<file path="config.mk">
export PLATFORM = sky130hd
export DESIGN_NAME = lms_out_decim
export DESIGN_NICKNAME = d
export VERILOG_FILES = /design/src/rtl/lms_out_decim.sv
export SDC_FILE = /design/constraint.sdc
export NUM_CORES = 1
export LEC_CHECK = 0
export CAP_MARGIN = 15
export CELL_PAD_IN_SITES_DETAIL_PLACEMENT = 1
export CELL_PAD_IN_SITES_GLOBAL_PLACEMENT = 1
export CORE_MARGIN = 10
export CORE_UTILIZATION = 55
export DETAILED_ROUTE_END_ITERATION = 6
export PLACE_DENSITY = 0.78
export SYNTH_ARGS = -nofsm -noshare
export SYNTH_HDL_FRONTEND = slang
export SYNTH_SLANG_ARGS = --single-unit
</file>
<file path="constraint.sdc">
create_clock -name clk -period 6.2 [get_ports clk]
set_clock_uncertainty 0.1 [all_clocks]
set_input_delay 0.93 -clock clk [delete_from_list [all_inputs] [get_ports clk]]
set_output_delay 0.93 -clock clk [all_outputs]
set_load 0.02 [all_outputs]
</file>
<file path="src/rtl/lms_out_decim.sv">
// Block-average decimator for LMS filter output: sums DEC samples, pushes the
// floor-rounded mean into a first-word-fall-through FIFO with a sticky overflow flag.
module lms_out_decim #(
   parameter int DAT_W = 16,
   parameter int DEC   = 8,
   parameter int DEPTH = 16
) (
   input  logic                      clk,
   input  logic                      rst,
   input  logic                      en,
   input  logic [DAT_W-1:0]          din,
   output logic                      m_valid,
   input  logic                      m_ready,
   output logic [DAT_W-1:0]          m_data,
   output logic [$clog2(DEPTH):0]    level,
   output logic                      ovf,
   input  logic                      clr_ovf
);
   localparam int S  = $clog2(DEC);
   localparam int L  = $clog2(DEPTH);
   localparam int AW = DAT_W + S;
   localparam logic [S-1:0] CNT_MAX = S'(DEC - 1);
   localparam logic [L:0]   FULL    = (L+1)'(DEPTH);

   logic [S-1:0]          cnt;
   logic signed [AW-1:0]  acc, sum;
   logic [DAT_W-1:0]      word;
   logic [DAT_W-1:0]      mem [DEPTH];
   logic [L-1:0]          wptr, rptr;
   logic [L:0]            lvl;
   logic                  push, pop, full, wr, drop;

   // AW bits hold any sum of DEC samples, so the shifted slice is exact floor(mean)
   assign sum  = acc + {{S{din[DAT_W-1]}}, din};
   assign word = sum[S +: DAT_W];
   assign push = en && (cnt == CNT_MAX);
   assign full = (lvl == FULL);
   assign pop  = (lvl != '0) && m_ready;
   // A full FIFO still takes the push when the head leaves on the same edge
   assign wr   = push && (!full || pop);
   assign drop = push && full && !pop;

   always_ff @(posedge clk or posedge rst) begin
      if (rst) begin
         cnt <= '0;
         acc <= '0;
      end else if (en) begin
         if (cnt == CNT_MAX) begin
            cnt <= '0;
            acc <= '0;
         end else begin
            cnt <= cnt + 1'b1;
            acc <= sum;
         end
      end
   end

   always_ff @(posedge clk) begin
      if (wr) mem[wptr] <= word;
   end

   always_ff @(posedge clk or posedge rst) begin
      if (rst) begin
         wptr <= '0;
         rptr <= '0;
         lvl  <= '0;
         ovf  <= 1'b0;
      end else begin
         if (wr)  wptr <= wptr + 1'b1;
         if (pop) rptr <= rptr + 1'b1;
         if (wr && !pop)      lvl <= lvl + 1'b1;
         else if (!wr && pop) lvl <= lvl - 1'b1;
         if (drop)         ovf <= 1'b1;
         else if (clr_ovf) ovf <= 1'b0;
      end
   end

   assign m_valid = (lvl != '0);
   assign m_data  = m_valid ? mem[rptr] : '0;
   assign level   = lvl;
endmodule

</file>
# Word-level counts from Yosys, hierarchy flattened
# Memories as Yosys holds them, arrays and structs flattened.
# Index checks and enable logic that the tools add are counted.
totals:
  memories: 1
  ram_bits: 256
  word_cells: 38
  output_inout_bits: 23
  reg_bits: 36
  input_bits: 21
memory_table:
  columns: ["name", "words", "width", "rd", "rd_clocked_by_memory_dff", "wr", "line_no", "text"]
  rows:
  - ["mem", 16, 16, 1, 0, 1, "28", "logic [DAT_W-1:0] mem [DEPTH];"]
op_classes:
  n_addsub: 6
  mux: 9
  n_reduce_logical: 14
  n_eq_ne: 2
ops:
  columns: ["op", "count"]
  rows:
  - ["$add 19x19->19", 1]
  - ["$mux 19", 1]
  - ["$mux 16", 1]
  - ["$mux 5", 2]
  - ["$add 4x1->4 const B", 2]
  - ["$logic_and 1x1->1", 7]
  - ["$add 5x1->5 const B", 1]
  - ["$eq 5x5->1 const B", 1]
  - ["$reduce_bool 5->1", 1]
  - ["$sub 5x1->5 const B", 1]
  - ["$mux 1", 4]
  - ["$reduce_bool 2->1", 2]
  - ["$add 3x1->3 const B", 1]
  - ["$eq 3x3->1 const B", 1]
  - ["$logic_not 1->1", 3]
  - ["$mux 3", 1]
  - ["$logic_or 1x1->1", 1]

# Logic depth before layout (Yosys ltp)
depth:
  word_depth: 8
  ltp_mapped: 14
  depth_no_buf: 12

# Least setup slack after synthesis
# OpenSTA, ideal clock, no wires.
synth_timing:
  kind: "input-to-reg"
  start: "in din[0]"
  end: "mem mem[0][15] (data pin)"
  setup_slack_ns: 2.691
  t_required_ns: 5.811
  path_buffers: 0
  t_arrival_ns: 3.120
  setup_time_ns: 0.289
  cell_stages: 8
  path_cell_list: "ha_1 fa_1 a21o_1 a221oi_2 o311ai_1 a21oi_1 xnor2_1 xor2_1"
synth_between:
  elab_chain_cells: 1
synth_rtl:
  columns: ["item", "line_no", "text"]
  rows:
  - ["start, declared", "11", "input logic [DAT_W-1:0] din,"]
  - ["$add 19x19->19", "34", "assign sum = acc + {{S{din[DAT_W-1]}}, din};"]
  - ["via sum[18]", "26", "logic signed [AW-1:0] acc, sum;"]
  - ["end, declared", "28", null]
# The timed path passes the listed nets, and every way through them passes these cells.

# Worst setup path after layout
layout_timing:
  start: "reg rptr[0]"
  end: "out m_data[11]"
layout_between:
  elab_chain_cells: 2
layout_rtl:
  columns: ["item", "line_no", "text"]
  rows:
  - ["start, declared", "29", "logic [L-1:0] wptr, rptr;"]
  - ["start signal, assigned", "70", "if (pop) rptr <= rptr + 1'b1;"]
  - ["$mem_v2 16x16", null, null]
  - ["$mux 16", "79", "assign m_data = m_valid ? mem[rptr] : '0;"]
  - ["end, declared", "14", "output logic [DAT_W-1:0] m_data,"]
# Every way passes these cells.

==> results.cfg <==
[critical_path]
end_kind = output pin
path_cells = buf_4, mux4_2, mux4_2, and2_1, clkdlybuf4s50_1
slowest_delay_ns = 0.96
start_kind = register
crit_buf_inv = 2
cpMostUsedCell = mux4_2
crit_fanout = 40
critPathKind = reg -> out
crit_family = multiplexers
cp_slowest_cell = dfrtp_4
crit_required_ns = 5.17
cp.arrival_ns = 3.76

[min_path]
hp-class = reg -> reg

[job]
cap_violations = 0

[sta]
maxSlewViolCount = 0
worst_pin_slew_ns = 1.23
finalCritPeriodShare_pct = 77.2
final.min_clock_period_ns = 4.79
slew_headroom_pct = 17.8
setup_viol = 0
rsz0062_at_grt = no
finalSetupTns_ns = 0
finalHoldViolations = 0
max_freq_ghz = 0.209

[pwr]
ir_drop_uv = 289
power_leakage_nw = 4.94
p_per_area_mw_per_mm2 = 545

[detailed_routing]
highest_layer = met4
routedWlPerCell_um = 28.4
wl_met1_um = 12300
vias = 6573
via_per_inst = 6.28
drc_errors = 0
first_pass_iters = 4
wl_met3_um = 1740
wl_met2_um = 15400
drt_iter0_markers = 544
postRouteAntennaNets = 0
wl_um = 29800

[clock_tree]
clk_pin_slew_ns = 0.06
hold_buffers = 0
root_buffer = clkbuf_16
post_cts_buffers = 0
htreeDepth = 1
cts.sinks = 292
cts_tree = done
clockBufferDepth = 3
cts_buffers = 29
clk_latency_ns = 0.54
cts_resized = 0

[synth]
synth_edf_count = 256
yosysWarnings = 0
ys_ff_latch = 292
synthArstFlopShare_pct = 12.3
synth_ff_type = edfxtp_1
syn_avg_cell_area_sq_um = 18.7
postSynthCellCount = 664
syn_nets = 716
synth_cell_type_count = 63
syn_area_sq_mm = 0.0124
ys_seq_area_share_pct = 69.0
yosys.area.top_type = edfxtp_1
synth_most_common_cell = edfxtp_1
synth.top_cells.by_count = edfxtp_1, mux4_2, dfrtp_1
synthTopCellsByArea = edfxtp_1, mux4_2, dfrtp_1
yosys.area.top_type_share_pct = 61.8

[placed_design]
hpwl_um = 18400
port_buffers = 43
dpl_cell_area_sq_mm = 0.0133
gp_congestion = 0.845

[final_layout]
area_growth_pct = 16.0
fin_area_sq_mm = 0.0144
drive_gt1_share_pct = 23.8
diodes = 0
postLayoutCoreUtil_pct = 65.5
fin_nets = 796

[global_route]
gr-total-overflow = 0
grt_usage_pct = 20.7
grt_pass1_vias = 7331
grt_pass1_wl_um = 45200
antenna_found_initial = 0
grt_max_degree = 41

[status]
run_status = finished, final reports clean

[floorplanning]
die_area_sq_mm = 0.0290
start_util_pct = 56.5
coreArea_sq_mm = 0.0220
die_x_um = 170
ios = 44
die_h_um = 170
rows = 54
[cells by family (layout without fill, tap and decap cells)]
kind of cell / Yosys count / after routing / synth area share, %
AND/OR/NAND/NOR: 104 / 104 / 4.70
XOR/XNOR: 26 / 26 / 1.83
multiplexers: 86 / 86 / 15.0
buffers and inverters: 42 / 144 / 1.40
flip-flops: 292 / 292 / 69.0
adder cells (fa/ha/maj): 31 / 31 / 3.24
AO/OA/AOI/OAI: 83 / 83 / 4.77
[registers in the layout (all words and copies together) (netlist names)]
name	cells
mem	256
acc	19
cnt	3
level	5
rptr	4
ovf	1
wptr	4
[layer usage]
layer  vias to the layer above  global-route usage [%]
met3                        32                    3.12
li1                       2854                       -
met2                       220                    36.2
met5                         -                       0
met4                         0                    3.97
met1                      3467                    27.3
[placed cells by master, fill, tap and decap left out, types with 4 or more instances in the layout]
cell type / netlist / routed
a21o_1: 7 / 7
a21oi_1: 17 / 17
a22o_1: 10 / 10
and2_1: 34 / 34
buf_16: 0 / 5
buf_4: 3 / 28
clkbuf_1: 15 / 4
clkbuf_16: 0 / 29
clkdlybuf4s50_1: 0 / 43
clkinv_2: 0 / 8
clkinvlp_4: 0 / 4
dfrtp_1: 36 / 33
edfxtp_1: 256 / 256
ha_1: 29 / 29
inv_1: 12 / 12
mux2_2: 5 / 5
mux4_2: 80 / 80
nand2_1: 23 / 23
nand2b_1: 4 / 4
nand3_1: 7 / 7
nor2_1: 9 / 9
nor3_1: 4 / 4
o211ai_1: 4 / 4
o21a_1: 4 / 4
o21ai_0: 9 / 9
xnor2_1: 16 / 14
xor2_1: 10 / 9
[where the power goes]
part | total (mW) | internal (mW) | switching (mW)
combinational | 2.97 | 1.33 | 1.64
clock | 1.71 | 0.977 | 0.729
sequential | 3.18 | 2.91 | 0.277
[worst paths after layout]
path / slack (ns) / cells after the start / end / start
hold / removal: 0.40 / 1 / acc[9]$_DFFE_PP0P_ / acc[9]$_DFFE_PP0P_
setup reg to reg: 2.50 / 11 / level[4]$_DFFE_PP0P_ / level[0]$_DFFE_PP0P_
min in group asynchronous: 0.72 / 3 / ovf$_DFFE_PP0P_ / rst
setup / recovery: 1.41 / 5 / m_data[11] / rptr[0]$_DFFE_PP0N_
hold reg to reg: 0.40 / 1 / acc[9]$_DFFE_PP0P_ / acc[9]$_DFFE_PP0P_
max in group asynchronous: 4.90 / 3 / rptr[0]$_DFFE_PP0N_ / rst
[metrics by stage]
stage | power [mW] | setup slack (ns) | std cells | hold slack [ns]
6_report | 7.86 | 1.41 | 1046 | 0.402
5_1_grt | 8.27 | 1.18 | 1046 | 0.445
4_1_cts | 7.82 | 1.33 | 1036 | 0.404
3_5_place_dp | 6.11 | 1.69 | 983 | 0.387
3_3_place_gp | 5.92 | 1.92 | 980 | 0.380
2_1_floorplan | 5.09 | 2.69 | 664 | 0.359
[cell type report]
class                   count  area [sq um]
clock inverters            17           146
flip-flops and latches    292          8590
multi-input cells         330          3700
clock buffers              36           782
inverters                  13          48.8
fillers                  1845          7600
well taps                 280           350
repair buffers             78           805
(Power assumes the default switching activity.)
